`config.mk`:
```
export PLATFORM = sky130hd
export DESIGN_NAME = tvm_vpi_ram_read_dma
export DESIGN_NICKNAME = d
export VERILOG_FILES = /design/src/rtl/tvm_vpi_ram_read_dma_pkg.sv /design/src/rtl/tvm_sync_fifo.sv /design/src/rtl/tvm_vpi_ram_read_dma.sv
export SDC_FILE = /design/constraint.sdc
export NUM_CORES = 1
export LEC_CHECK = 0
export CAP_MARGIN = 20
export CORE_MARGIN = 2
export CORE_UTILIZATION = 46
export DETAILED_ROUTE_END_ITERATION = 8
export GPL_ROUTABILITY_DRIVEN = 0
export PLACE_DENSITY_LB_ADDON = 0.1
export SKIP_CTS_REPAIR_TIMING = 1
export SYNTH_ARGS = -nofsm -noshare
export SYNTH_HDL_FRONTEND = slang
export SYNTH_SLANG_ARGS = --single-unit
```
`constraint.sdc`:
```
create_clock -name clk -period 3.83 [get_ports clk]
set_clock_uncertainty 0.15 [all_clocks]
set_input_delay 0.766 -clock clk [delete_from_list [all_inputs] [get_ports clk]]
set_output_delay 0.766 -clock clk [all_outputs]
set_load 0.02 [all_outputs]
```
`src/rtl/tvm_vpi_ram_read_dma_pkg.sv`:
```
// Shared constants for the VPI RAM read DMA: FSM encodings and flag positions.
package tvm_vpi_ram_read_dma_pkg;

    localparam logic [2:0] ST_IDLE   = 3'd0;
    localparam logic [2:0] ST_REQ    = 3'd1;
    localparam logic [2:0] ST_STREAM = 3'd2;
    localparam logic [2:0] ST_DRAIN  = 3'd3;
    localparam logic [2:0] ST_DONE   = 3'd4;

    localparam logic [31:0] SIZE_ZERO = 32'd0;
    localparam logic [31:0] SIZE_ONE  = 32'd1;

    // The last flag rides one bit above the data word inside the FIFO entry.
    function automatic int unsigned last_flag_pos(input int unsigned data_width);
        return data_width;
    endfunction

endpackage

```
`src/rtl/tvm_sync_fifo.sv`:
```
// Small synchronous FIFO with registered full/empty flags.
// Pushes while full and pops while empty are ignored, so a simultaneous
// push and pop on a full FIFO only pops.
module tvm_sync_fifo #(
    parameter int WIDTH = 9,
    parameter int DEPTH = 4
) (
    input  logic             clk,
    input  logic             rst_n,
    input  logic             i_push,
    input  logic [WIDTH-1:0] i_push_data,
    input  logic             i_pop,
    output logic [WIDTH-1:0] o_head,
    output logic             o_full,
    output logic             o_empty
);
    localparam int AW = (DEPTH > 1) ? $clog2(DEPTH) : 1;

    logic [WIDTH-1:0] r_mem [DEPTH];
    logic [AW-1:0]    r_wr_ptr;
    logic [AW-1:0]    r_rd_ptr;
    logic [AW:0]      r_count;
    logic [AW:0]      w_count_nxt;
    logic             r_full;
    logic             r_empty;
    logic             w_push;
    logic             w_pop;

    assign w_push  = i_push && !r_full;
    assign w_pop   = i_pop && !r_empty;
    assign o_head  = r_mem[r_rd_ptr];
    assign o_full  = r_full;
    assign o_empty = r_empty;

    // Next occupancy; unchanged on a simultaneous push and pop.
    always_comb begin
        w_count_nxt = r_count;
        case ({w_push, w_pop})
            2'b10:   w_count_nxt = r_count + (AW+1)'(1);
            2'b01:   w_count_nxt = r_count - (AW+1)'(1);
            default: w_count_nxt = r_count;
        endcase
    end

    // Storage array; contents are don't-care until written, so no reset.
    always_ff @(posedge clk) begin
        if (w_push) begin
            r_mem[r_wr_ptr] <= i_push_data;
        end
    end

    // Pointers, occupancy and registered flags.
    always_ff @(posedge clk or negedge rst_n) begin
        if (!rst_n) begin
            r_wr_ptr <= '0;
            r_rd_ptr <= '0;
            r_count  <= '0;
            r_full   <= 1'b0;
            r_empty  <= 1'b1;
        end else begin
            if (w_push) r_wr_ptr <= r_wr_ptr + AW'(1);
            if (w_pop)  r_rd_ptr <= r_rd_ptr + AW'(1);
            r_count <= w_count_nxt;
            r_full  <= (w_count_nxt == (AW+1)'(DEPTH));
            r_empty <= (w_count_nxt == '0);
        end
    end

endmodule

```
`src/rtl/tvm_vpi_ram_read_dma.sv`:
```
// Read DMA in front of the VPI RAM read port: one request per command,
// words dequeued into a small FIFO and streamed out with a last marker.
//
// state  | meaning
// IDLE   | accepting a command
// REQ    | one-cycle read request to the RAM
// STREAM | dequeuing RAM words into the FIFO
// DRAIN  | all words fetched, waiting for the last word to leave
// DONE   | one-cycle done pulse
module tvm_vpi_ram_read_dma
    import tvm_vpi_ram_read_dma_pkg::*;
#(
    parameter int DATA_WIDTH = 8,
    parameter int FIFO_DEPTH = 4
) (
    input  logic                  clk,
    input  logic                  rst,
    input  logic                  cmd_valid,
    output logic                  cmd_ready,
    input  logic [31:0]           cmd_addr,
    input  logic [31:0]           cmd_size,
    output logic                  ram_read_req,
    output logic [31:0]           ram_read_addr,
    output logic [31:0]           ram_read_size,
    input  logic [DATA_WIDTH-1:0] ram_read_data,
    input  logic                  ram_read_valid,
    output logic                  ram_read_dequeue,
    output logic                  out_valid,
    input  logic                  out_ready,
    output logic [DATA_WIDTH-1:0] out_data,
    output logic                  out_last,
    output logic                  busy,
    output logic                  done
);
    localparam int unsigned LAST_POS = last_flag_pos(DATA_WIDTH);

    logic [2:0]          r_state;
    logic                r_alive;
    logic [31:0]         r_addr;
    logic [31:0]         r_size;
    logic [31:0]         r_rd_left;
    logic                w_full;
    logic                w_empty;
    logic                w_deq;
    logic                w_pop;
    logic                w_accept;
    logic [DATA_WIDTH:0] w_push_word;
    logic [DATA_WIDTH:0] w_head;

    // r_alive keeps cmd_ready low while in reset and until the first edge after it.
    assign cmd_ready   = r_alive && (r_state == ST_IDLE);
    assign w_accept    = cmd_ready && cmd_valid;
    assign w_deq       = (r_state == ST_STREAM) && ram_read_valid && !w_full
                         && (r_rd_left != SIZE_ZERO);
    assign w_push_word = {(r_rd_left == SIZE_ONE), ram_read_data};
    assign w_pop       = !w_empty && out_ready;

    assign ram_read_req     = (r_state == ST_REQ);
    assign ram_read_addr    = r_addr;
    assign ram_read_size    = r_size;
    assign ram_read_dequeue = w_deq;
    assign out_valid        = !w_empty;
    // Stale FIFO storage is masked so the stream reads zero when empty.
    assign out_data         = w_empty ? '0 : w_head[DATA_WIDTH-1:0];
    assign out_last         = !w_empty && w_head[LAST_POS];
    assign busy             = (r_state != ST_IDLE);
    assign done             = (r_state == ST_DONE);

    tvm_sync_fifo #(
        .WIDTH (DATA_WIDTH + 1),
        .DEPTH (FIFO_DEPTH)
    ) u_fifo (
        .clk         (clk),
        .rst_n       (rst),
        .i_push      (w_deq),
        .i_push_data (w_push_word),
        .i_pop       (w_pop),
        .o_head      (w_head),
        .o_full      (w_full),
        .o_empty     (w_empty)
    );

    // Command sequencing and remaining-word counter.
    always_ff @(posedge clk or negedge rst) begin
        if (!rst) begin
            r_state   <= ST_IDLE;
            r_alive   <= 1'b0;
            r_addr    <= '0;
            r_size    <= '0;
            r_rd_left <= '0;
        end else begin
            r_alive <= 1'b1;
            case (r_state)
                ST_IDLE: begin
                    if (w_accept) begin
                        r_addr    <= cmd_addr;
                        r_size    <= cmd_size;
                        r_rd_left <= cmd_size;
                        r_state   <= (cmd_size == SIZE_ZERO) ? ST_DONE : ST_REQ;
                    end
                end
                ST_REQ: begin
                    r_state <= ST_STREAM;
                end
                ST_STREAM: begin
                    if (w_deq) begin
                        r_rd_left <= r_rd_left - 32'd1;
                        if (r_rd_left == SIZE_ONE) r_state <= ST_DRAIN;
                    end
                end
                ST_DRAIN: begin
                    if (w_pop && w_head[LAST_POS]) r_state <= ST_DONE;
                end
                ST_DONE: begin
                    r_state <= ST_IDLE;
                end
                default: begin
                    r_state <= ST_IDLE;
                end
            endcase
        end
    end

endmodule

```
==> results of run 1 <==
## final cells by class
cell class | instances | area share
Clock buffer | 22 | 0.0485
Clock inverter | 10 | 0.0148
Inverter | 8 | 0.00328
Multi-Input combinational cell | 483 | 0.305
Sequential cell | 145 | 0.416
Tap cell | 184 | 0.0252
Timing Repair Buffer | 174 | 0.186
## metal layers
metal  vias up  part of all wire  track usage  routed length, um
li1       2724                 -            -                  -
met1      2809              0.44        0.316               7920
met2       224              0.48        0.375               8620
met3        21             0.077       0.0790               1400
met4         0             0.011       0.0666                192
met5         -                 0            0                  0
## registers in the layout, indices dropped and copies added, names as in the netlist, 2 cells and up
| name | flops |
|---|---|
| u_fifo.r_mem | 36 |
| r_rd_left | 32 |
| ram_read_addr | 32 |
| ram_read_size | 32 |
| r_state | 3 |
| u_fifo.r_count | 3 |
| u_fifo.r_rd_ptr | 2 |
| u_fifo.r_wr_ptr | 2 |
## metrics by stage
| stage | utilization | area [um2] | total power [mW] | cells |
|---|---|---|---|---|
| after floorplan | - | 6830 | 2.36 | 683 |
| after global placement | 0.590 | 8570 | 2.70 | 994 |
| after detailed placement | 0.590 | 8570 | 2.74 | 994 |
| after CTS | 0.629 | 9150 | 4.41 | 1026 |
| after global routing | 0.630 | 9150 | 4.56 | 1026 |
| final | 0.630 | 9150 | 4.35 | 1026 |
## final timing paths
| path | end | slack, ns | depth (start not counted) |
|---|---|---|---|
| max in group asynchronous | ram_read_size[29] | 2.80 | 2 |
| worst min register to register | ram_read_addr[5] | 0.32 | 2 |
| worst max register to register | u_fifo.o_full | 0.31 | 12 |
| min in group clk | ram_read_addr[5] | 0.32 | 2 |
| worst max-delay path | u_fifo.o_full | 0.31 | 12 |
| worst min-delay path | ram_read_addr[31] | 0.26 | 2 |
## cells by family after synthesis
group | Yosys count | share of synthesized area
other | 1 | 0.000550
and+or+nand+nor | 365 | 0.238
muxes | 15 | 0.0389
buffers and inverters | 55 | 0.0354
xor gates and xnor gates | 6 | 0.00770
AOI/OAI and AO/OA | 88 | 0.105
adders and majority gates | 8 | 0.0158
DFF | 145 | 0.559
## power by group through the flow
stage | sequential [mW] | combinational (mW) | clock [mW]
5_1_grt | 1.87 | 0.928 | 1.76
3_3_place_gp | 1.87 | 0.828 | 0
6_report | 1.85 | 0.847 | 1.65
2_1_floorplan | 1.81 | 0.550 | 0
3_5_place_dp | 1.88 | 0.856 | 0
4_1_cts | 1.86 | 0.858 | 1.69
## cells in the final DEF, fill, tap and decap left out, types with 3 or more instances in the layout
cell type        synthesis  final
a22oi_1                  7      7
or4_1                    4      4
o311ai_0                10     10
nand2b_1                 3      3
o31a_1                   3      3
buf_4                    0     19
dfrtp_1                108    108
o211ai_1                11     11
clkdlybuf4s50_1          0    153
nor3_1                  15     14
nor4_1                  24     24
mux2i_1                  4      4
mux4_2                   9      9
clkbuf_1                35      5
clkinv_2                 0      4
edfxtp_1                36     36
bufinv_16                0      3
nand4_1                  4      4
o221ai_1                29     29
a32oi_1                  7      7
a21oi_1                 10     10
nor2_1                  23     22
ha_1                     7      7
o21ai_0                  3      3
or2_2                    3      3
clkbuf_16                0     17
or3_1                   10     10
inv_1                    8      8
nand2_1                239    239
nand3_1                 12     11
and3_1                   6      5
and2_1                  10     10
xnor2_1                  4      4
## critical path, cell delays in order, from the launching register on
cell     delay [ns]
dfrtp_1        0.42
inv_1          0.10
ha_1           0.21
or4b_1         0.47
or3_1          0.42
nor3_2         0.20
nor2_2         0.09
inv_1          0.06
ha_1           0.19
fa_1           0.43
mux2_2         0.28
or2_2          0.31
nor2b_1        0.12
==> impl_metrics.env, run 1 <==
export IMPL_min_period_ns=3.52
export IMPL_cts_sinks=145
export IMPL_synth_area_leaders="dfrtp_1 (40%), edfxtp_1 (16%), nand2_1 (13%)"
export IMPL_slew_violations=0
export IMPL_area_growth_syn_to_layout_pct=34.2
export IMPL_setup_tns_ns=0
export IMPL_dr_first_iter_drc_count=417
export IMPL_synth_top_flop_cell="dfrtp_1"
export IMPL_fillCellCount=1204
export IMPL_clockBufferDepth=2
export IMPL_maxCapViolCount=0
export IMPL_cp_start_kind="flop"
export IMPL_syn_nets=768
export IMPL_die_area_um2=15800
export IMPL_synthDistinctLibCells=49
export IMPL_clkPwrFrac=0.379
export IMPL_grt_overflow_total=0
export IMPL_arrival_ns=3.73
export IMPL_rsz0062_at_grt="false"
export IMPL_crit_type="flop to flop"
export IMPL_power_switching_mw=1.15
export IMPL_power_density_nw_per_um2=475
export IMPL_drc=0
export IMPL_synthArstFlopShare=0.752
export IMPL_h_tree_depth=4
export IMPL_ys_ff_latch=145
export IMPL_p_seq_frac=0.426
export IMPL_outcome="completed"
export IMPL_routedWlPerCell_um=17.7
export IMPL_pin_count=156
export IMPL_hold_class="primary input to async pin"
export IMPL_cts_made_buffers=17
export IMPL_totalWireLength_mm=18.1
export IMPL_holdWs_ns=0.262
export IMPL_timing_fmax_mhz=284
export IMPL_setup_violations=0
export IMPL_p_int_mw=3.20
export IMPL_fin_ws_ns=0.306
export IMPL_rr_startpoint="r_rd_left[0]"
export IMPL_final_nets=914
export IMPL_grt_pass1_vias=5820
export IMPL_dp_hpwl_mm=12.2
export IMPL_combPwrFrac=0.195
export IMPL_synth_common_cells="nand2_1 (239), dfrtp_1 (108), edfxtp_1 (36)"
export IMPL_placementRows=44
export IMPL_switching_share=0.264
export IMPL_worstSkewPairLatency_ns=0.43
export IMPL_syn_area_per_cell_um2=9.99
export IMPL_vdd_drop_max_mv=0.268
export IMPL_vias=5778
export IMPL_via_per_inst=5.63
export IMPL_die_y_um=126
export IMPL_tightestPinTransition_ns=0.734
export IMPL_syn_cell_area_um2=6820
export IMPL_hold_violations=0
export IMPL_synth_top_area_share=0.396
export IMPL_dpl_worst_slack_ns=0.292
export IMPL_antenna_found_initial=0
export IMPL_diodes=0
export IMPL_die_w_um=126
export IMPL_power_leakage_nw=3.94
export IMPL_synth_warnings=0
export IMPL_path_clk_slew_ns=0.06
export IMPL_core_area_um2=14500
export IMPL_slew_headroom=0.511
export IMPL_cts_root_buffer="clkbuf_16"
export IMPL_layout_drive_gt1_share=0.0843
export IMPL_cp_startpoint="r_rd_left[0]"
export IMPL_start_util=0.469
export IMPL_required_ns=4.03
export IMPL_firstDrtPassIters=5
export IMPL_yosysSeqAreaShare=0.559
export IMPL_regArea_um2=3810
export IMPL_yosysMostFrequentCell="nand2_1"
export IMPL_synth_edff_count=36
export IMPL_cp_max_fo=5
export IMPL_synth_cells=683
export IMPL_period_share=0.920
export IMPL_grt_max_degree=110
export IMPL_yosysTopAreaCell="dfrtp_1"
export IMPL_grt_pass1_wl_mm=30.3
export IMPL_postRouteAntennaNets=0
export IMPL_multi_input_area_um2=2800
export IMPL_endpoint_kind="flop"
export IMPL_cts_tree="built"
export IMPL_io_buffers=155
export IMPL_track_usage=0.237
Power figures use the tool's default switching activity.
==> inputs of run 2 (changes only) <==
--- a/config.mk
+++ b/config.mk
@@ -5,6 +5,7 @@
 export SDC_FILE = /design/constraint.sdc
 export NUM_CORES = 1
 export LEC_CHECK = 0
+export ABC_AREA = 1
 export CAP_MARGIN = 20
 export CORE_MARGIN = 2
 export CORE_UTILIZATION = 46
==> run 2 against run 1 <==
Compared with the run above: die area rose by 4.3%; design area rose by 3.7%; register-to-register slack improved by 0.57 ns; hold slack got worse by 0.055 ns; global-route usage fell by 1.5 points; synthesized area rose by 4.4%; sequential power rose by 39%; maximum frequency rose by 3.6%; final cell count rose by 17%; critical path depth fell by 4; sequential share of layout area fell by 1.5 points; critical endpoint is now ram_read_dequeue.
==> impl_metrics.env, run 2 <==
export IMPL_synth_edff_count=36
export IMPL_tightestPinTransition_ns=0.652
export IMPL_vias=5988
export IMPL_firstDrtPassIters=5
export IMPL_die_area_um2=16500
export IMPL_cp_max_fo=8
export IMPL_vdd_drop_max_mv=0.366
export IMPL_final_nets=1080
export IMPL_period_share=0.888
export IMPL_area_growth_syn_to_layout_pct=33.3
export IMPL_yosys_area_share_adder=0.0151
export IMPL_antenna_found_initial=0
export IMPL_power_density_nw_per_um2=841
export IMPL_reg2reg_slack_ns=0.88
export IMPL_syn_area_per_cell_um2=8.51
export IMPL_synth_area_leaders="dfrtp_1 (38%), edfxtp_1 (15%), nand2_1 (12%)"
export IMPL_layout_common_cells="nand2_1 (229), clkdlybuf4s50_1 (154), nor2_1 (121)"
export IMPL_totalWireLength_mm=17.3
export IMPL_synthArstFlopShare=0.752
export IMPL_power_leakage_nw=4.31
export IMPL_ys_ff_latch=145
export IMPL_drc=0
export IMPL_synth_top_family_by_area="simple AND/OR/NAND/NOR gates"
export IMPL_grt_pass1_vias=5783
export IMPL_grt_overflow_total=0
export IMPL_syn_cell_area_um2=7120
export IMPL_postRouteAntennaNets=0
export IMPL_synth_compound_area_share=0.0810
export IMPL_synth_top_flop_cell="dfrtp_1"
export IMPL_cts_root_buffer="clkbuf_16"
export IMPL_io_buffers=155
export IMPL_die_w_um=128
export IMPL_synth_top_area_share=0.380
export IMPL_hold_class="primary input to async pin"
export IMPL_worstSkewPairLatency_ns=0.43
export IMPL_setup_tns_ns=0
export IMPL_grt_pass1_wl_mm=28.7
export IMPL_finalNonFillerCells=1196
export IMPL_utilization=0.627
export IMPL_synth_xor_area_frac=0.00861
export IMPL_yosysMostFrequentCell="nand2_1"
export IMPL_synth_cells=837
export IMPL_yosysTopAreaCell="dfrtp_1"
export IMPL_layout_drive_gt1_share=0.0952
export IMPL_synth_warnings=0
export IMPL_rsz0062_at_grt="false"
export IMPL_die_y_um=128
export IMPL_clockBufferDepth=2
export IMPL_routedWlPerCell_um=14.4
export IMPL_via_per_inst=5.01
export IMPL_required_ns=2.91
export IMPL_largest_register_ffs=36
export IMPL_crit_type="flop to output pin"
export IMPL_grt_max_degree=62
export IMPL_min_period_ns=3.40
export IMPL_endpoint_kind="output pin"
export IMPL_cts_sinks=145
export IMPL_muxShareOfSynthArea=0.0554
export IMPL_dr_first_iter_drc_count=452
export IMPL_yosysSeqAreaShare=0.535
export IMPL_cp_startpoint="r_rd_left[1]"
export IMPL_diodes=0
export IMPL_track_usage=0.222
export IMPL_rr_startpoint="r_rd_left[1]"
export IMPL_pin_count=156
export IMPL_maxCapViolCount=0
export IMPL_arrival_ns=2.49
export IMPL_path_clk_slew_ns=0.06
export IMPL_h_tree_depth=4
export IMPL_holdWs_ns=0.206
export IMPL_synth_common_cells="nand2_1 (230), nor2_1 (121), dfrtp_1 (108)"
export IMPL_layout_commonest_cell="nand2_1"
export IMPL_hold_violations=0
export IMPL_core_area_um2=15100
export IMPL_slew_headroom=0.565
export IMPL_cts_tree="built"
export IMPL_timing_fmax_mhz=294
export IMPL_slew_violations=0
export IMPL_outcome="completed"
export IMPL_dp_hpwl_mm=12.1
export IMPL_synthSimpleGateAreaFrac=0.237
export IMPL_cp_start_kind="flop"
export IMPL_synthDistinctLibCells=36
export IMPL_place_inst=1164
export IMPL_setup_violations=0
export IMPL_largest_register="u_fifo.r_mem"
export IMPL_syn_nets=922
export IMPL_start_util=0.470
export IMPL_cts_made_buffers=17
export IMPL_placementRows=45
-- run 2: path summary, 6_finish.rpt --
path,cells after the start,endpoint
max,8,ram_read_dequeue
min,1,ram_read_size[11]
max reg2reg,11,u_fifo.o_full
min reg2reg,2,ram_read_size[7]
max in group asynchronous,2,u_fifo.o_empty
min in group clk,2,ram_read_size[7]
-- run 2: final cells by class --
cell class | instances | area, um2
fillers | 1337 | 5650
flip-flops and latches | 145 | 3810
multi-input cells | 574 | 2840
repair buffers | 166 | 1640
clock buffers | 17 | 425
inverters | 91 | 342
well taps | 188 | 235
clock inverters | 15 | 195
-- run 2: metrics by stage --
stage	cell area (um2)	total power, mW	setup slack, ns
floorplan	7120	4.85	1.09
global placement	8870	6.20	0.631
detailed placement	8870	6.26	0.577
CTS	9490	8.03	0.392
global route	9490	8.56	0.221
finish	9490	7.99	0.428
-- run 2: layer usage --
layer	vias up	part of all wire	global-route usage
met1	2835	0.46	0.305
met3	15	0.044	0.0453
met4	0	0.011	0.0633
met2	140	0.48	0.360
li1	2998	-	-
met5	-	0	0
-- run 2: kinds of logic (layout without fill, tap and decap cells) --
group | count (synthesis) | count (layout)
simple gates | 415 | 415
flops | 145 | 145
other cells | 1 | 1
buf+inv | 118 | 289
mux | 35 | 35
compound gates | 108 | 108
xor+xnor | 7 | 7
fa+ha+maj | 8 | 8
-- run 2: critical path, stage by stage (launching register included) --
cell and delay, ns:
dfrtp_1 0.37, inv_1 0.10, ha_1 0.19, nand2_1 0.12, nor2_4 0.22, nand2_2 0.11
o21ai_4 0.29, inv_1 0.11, clkdlybuf4s50_1 0.55
-- run 2: report_power, final --
group	total (mW)	switching (mW)	internal, mW
combinational	3.66	2.10	1.56
clock	1.75	0.706	1.04
sequential	2.58	0.406	2.17
